$ cat config.mk
export PLATFORM = sky130hd
export DESIGN_NAME = if_stage
export DESIGN_NICKNAME = d
export VERILOG_FILES = /design/src/rtl/if_stage.sv
export SDC_FILE = /design/constraint.sdc
export NUM_CORES = 1
export LEC_CHECK = 0
export ABC_AREA = 1
export ABC_CLOCK_PERIOD_IN_PS = 1650
export CAP_MARGIN = 10
export CORE_MARGIN = 2
export CORE_UTILIZATION = 46
export DETAILED_ROUTE_END_ITERATION = 10
export GPL_TIMING_DRIVEN = 0
export PLACE_DENSITY = 0.81
export SETUP_SLACK_MARGIN = 0.15
export SLEW_MARGIN = 20
export SYNTH_ARGS = -nofsm -noshare
export SYNTH_HDL_FRONTEND = slang
export SYNTH_SLANG_ARGS = --single-unit
$ cat constraint.sdc
create_clock -name clk_in -period 1.65 [get_ports clk_in]
set_clock_uncertainty 0.05 [all_clocks]
set_input_delay 0.33 -clock clk_in [delete_from_list [all_inputs] [get_ports clk_in]]
set_output_delay 0.33 -clock clk_in [all_outputs]
set_load 0.02 [all_outputs]
$ cat src/rtl/if_stage.sv
// Instruction-fetch stage of the RV32I pipeline: program counter, IF/ID register,
// load-use stall / branch-flush handling and a saturating stall-cycle counter.
module if_stage #(
  parameter int               WIDTH    = 32,
  parameter int               INDEX    = 5,
  parameter logic [WIDTH-1:0] RESET_PC = '0,
  parameter int               CNT_W    = 16
) (
  input  logic             clk_in,
  input  logic             rst_n_in,
  input  logic             stall_in,
  input  logic             flush_in,
  input  logic [WIDTH-1:0] target_in,
  output logic [WIDTH-1:0] imem_addr_out,
  input  logic [31:0]      imem_data_in,
  output logic [WIDTH-1:0] ifid_pc_out,
  output logic [31:0]      ifid_instr_out,
  output logic             ifid_valid_out,
  output logic [INDEX-1:0] ifid_rs1_out,
  output logic [INDEX-1:0] ifid_rs2_out,
  output logic             idex_bubble_out,
  output logic [CNT_W-1:0] stall_count_out
);

  localparam logic [31:0] NOP = 32'h0000_0013;

  logic [WIDTH-1:0] pc;
  logic [WIDTH-1:0] ifid_pc;
  logic [31:0]      ifid_instr;
  logic             ifid_valid;
  logic [CNT_W-1:0] stall_cnt;

  // Flush outranks stall: a redirect must win even while a load-use stall is pending.
  always_ff @(posedge clk_in or negedge rst_n_in) begin
    if (!rst_n_in) begin
      pc         <= RESET_PC;
      ifid_pc    <= '0;
      ifid_instr <= NOP;
      ifid_valid <= 1'b0;
    end else if (flush_in) begin
      pc         <= target_in;
      ifid_pc    <= '0;
      ifid_instr <= NOP;
      ifid_valid <= 1'b0;
    end else if (!stall_in) begin
      pc         <= pc + WIDTH'(4);
      ifid_pc    <= pc;
      ifid_instr <= imem_data_in;
      ifid_valid <= 1'b1;
    end
  end

  // Counts only stalls that actually freeze the pipe, saturating at all-ones.
  always_ff @(posedge clk_in or negedge rst_n_in) begin
    if (!rst_n_in) begin
      stall_cnt <= '0;
    end else if (stall_in && !flush_in && (stall_cnt != {CNT_W{1'b1}})) begin
      stall_cnt <= stall_cnt + CNT_W'(1);
    end
  end

  assign imem_addr_out   = pc;
  assign ifid_pc_out     = ifid_pc;
  assign ifid_instr_out  = ifid_instr;
  assign ifid_valid_out  = ifid_valid;
  assign ifid_rs1_out    = ifid_instr[15 +: INDEX];
  assign ifid_rs2_out    = ifid_instr[20 +: INDEX];
  assign idex_bubble_out = stall_in | flush_in;
  assign stall_count_out = stall_cnt;

endmodule

==> out/qor.csv <==
metric,value,unit
status,"complete, no violations",
Final Power,0.00962,W
Sink Count,113,
layout cells sized above 1,33.4,%
root buf cell,clkbuf_16,
"Slew Viols, Final",0,
Max-Cap Viols,0,
setup ws final,23.2,ps
ys flop type,dfrtp_1,
"count leader, synth",nand2_1,
RePlAce Congestion,0.941,
startpoint types,flip-flop,
largest family of logic cells by synthesized area,simple AND/OR/NAND/NOR gates,
n_diodes,0,
P&R area growth vs syn,59.0,%
unrepaired setup endpoints after global routing,yes,
Mapped Area,0.00555,mm2
Pre-Repair DR Iteration Count,8,
mux cell area share after synthesis,0,%
Post-DP HPWL,12700,um
Worst Tran Pin Value,642,ps
Buf/Inv on CP,3,
syn_area_per_cell,8.09,um2
I/O Buffers,190,
Critical Path AT,1940,ps
Async SR Flop Fraction,100,%
synth cell count leaders,"nand2_1, dfrtp_1, inv_1",
CP top delay family,simple AND/OR/NAND/NOR gates,
antenna violations before repair,0,
die height,114,um
power density cells,1090,mW/mm2
WL met1,7760,um
"EDFF count, synth",0,
Final ANT Viol Nets,0,
core area,0.0119,mm2
placed cell count,1024,
non-filler instance count after layout,1105,
Max-slew headroom,57.2,%
vias per cell,5.50,
Top Layer Used,met4,
met3 WL,1880,um
CP max-delay cell,dfrtp_2,
number of synthesized register bits,113,
Final nets,1015,
leading area contributor after synthesis,dfrtp_1,
Worst R2R Start,stall_count_out[1],
vias post-DR,6080,
first-pass GRT wire length,29800,um
Crit. End Element,flip-flop,
Post-Synth Adder-Cell Area,0.451,%
number of global-route vias before repair,5696,
Clock transition at path regs,60,ps
Achievable Freq,615,MHz
ranking of synthesized cells by area,"dfrtp_1, nand2_1, a22o_1",
crit-path cells,ha_4 > nand3_4 > nor3_4 > nand3_2 > nand2_4 > inv_8 > buf_6 > buf_6 > nand2_2 > nand2_1 > nand2_1,
die width,114,um
Hold WS,258,ps
CTS HTree Levels,4,
IO Pins,192,
register area share after synthesis,51.0,%
Synth Area in Compound Gates,12.6,%
Synth Area in XOR/XNOR,1.42,%
critical path required time,1970,ps
GRT Total Usage,29.9,%
DRC Markers,0,
Syn Nets,756,
drt first-iter violations,559,
clock latency on the worst-skew pair,420,ps
endpoints failing hold,0,
Layout fillers,875,
die area,0.0130,mm2
met2 wire length,9370,um
worst-path maximum fanout,6,
P_leak,4.22,nW
post-synthesis cell type count,37,
worst IR drop on VDD,749,uV
Wirelength per Cell,17.9,um
Syn Inst Count,686,
CTS tree,yes,
gr ovfl total,0,
Starting Density,46.6,%
hold_sp,stall_in,
Clock Path Buffers,2,
final setup fails,0,
largest net degree at the start of global routing,63,
Yosys top cell area share,49.6,%
Worst Setup SP,stall_count_out[1],
WS Path Type,reg -> reg,
final core occ,74.1,%
Max stage delay on crit path,390,ps
Syn. warnings,0,
Post-Place Worst Slack,-1160,ps
Cell Rows,40,
CTS buffer count,17,
Synth Area in Simple Gates,26.6,%
HP Class,in -> reg,
Routed WL,19800,um
crit share post-route,98.6,%
Tmin final,1630,ps
==> sequential cells by signal, indices dropped and copies added (netlist names) <==
name / cells
ifid_pc_out: 32
ifid_instr_out: 32
stall_count_out: 16
imem_addr_out: 32
ifid_valid_out: 1
==> worst min-delay path, stage by stage <==
cell,delay (ps)
buf_2,160
o211ai_1,110
nand2_1,60
inv_1,30
==> logic make-up after synthesis <==
logic type	after synthesis
compound gates	107
buf+inv	102
fa+ha+maj	2
simple gates	353
flops	113
xor+xnor	9
==> final timing paths <==
check	cells after the start	to	slack (ps)
max	11	stall_count_out[15]	20
min	4	imem_addr_out[7]	260
max reg2reg	11	stall_count_out[15]	20
min reg2reg	2	ifid_pc_out[20]	430
max in group asynchronous	3	imem_addr_out[13]	480
min in group asynchronous	2	imem_addr_out[1]	370
==> cell type report <==
cell class                 instances  area [um2]  share of cell area, %
sequential                       113        2860                   32.4
clock inverter                    10         180                   2.04
clock buffer                      22         474                   5.37
timing repair buffer             240        2010                   22.8
tap                              147         184                   2.08
inverter                          65         255                   2.89
multi-input combinational        471        2620                   29.7
buffer                            37         234                   2.65
==> where the power goes <==
part | internal [W] | switching, W | total, W | leakage (nW)
Clock | 0.00279 | 0.00129 | 0.00407 | 0.316
Combinational | 0.000934 | 0.00123 | 0.00216 | 2.49
Sequential | 0.00306 | 0.000323 | 0.00338 | 1.42
Total | 0.00678 | 0.00284 | 0.00962 | 4.22
==> layout by cell type, fill, tap and decap left out, drive strengths merged <==
cell | synthesis | final
nand2 | 226 | 226
buf | 24 | 135
dfrtp | 110 | 110
clkbuf | 13 | 65
clkdlybuf4s50 | 0 | 64
inv | 64 | 63
nand3 | 55 | 55
nor2 | 55 | 55
o21ai | 52 | 52
clkdlybuf4s15 | 0 | 34
a22o | 32 | 32
a21oi | 10 | 10
nor3 | 10 | 10
xor2 | 6 | 6
o211ai | 5 | 5
bufinv | 0 | 5
clkinv | 1 | 4
clkinvlp | 0 | 3
o22a | 3 | 3
nand3b | 3 | 3
dfstp | 3 | 3
xnor2 | 3 | 3
nand4 | 2 | 2
ha | 2 | 2
o2111ai | 2 | 2
and2 | 1 | 1
a22oi | 1 | 1
nor3b | 1 | 1
a211oi | 1 | 1
o221ai | 1 | 1
dlygate4sd3 | 0 | 1
==> routing by layer <==
layer | global-route usage, % | vias to the layer above
met5 | 0 | -
met4 | 11.9 | 0
met3 | 8.45 | 66
met2 | 50.0 | 380
met1 | 36.9 | 2882
li1 | - | 2752
==> what timing repair did <==
action,4_1_cts,5_1_grt
hold buffers,1,0
gates cloned,2,0
pin swaps,21,25
endpoints found under the setup margin,233,107
endpoints found under the hold margin,51,0
buffers inserted,26,20
gates resized for setup,433,148
==> stage by stage <==
stage | setup TNS [ps] | instance area, um2
floorplan | 0 | 5620
global placement | -523530 | 7710
detailed placement | -47780 | 7740
CTS | 0 | 8640
global route | -367 | 8820
finish | 0 | 8820
Note: power is estimated with default switching activity, not from simulation.
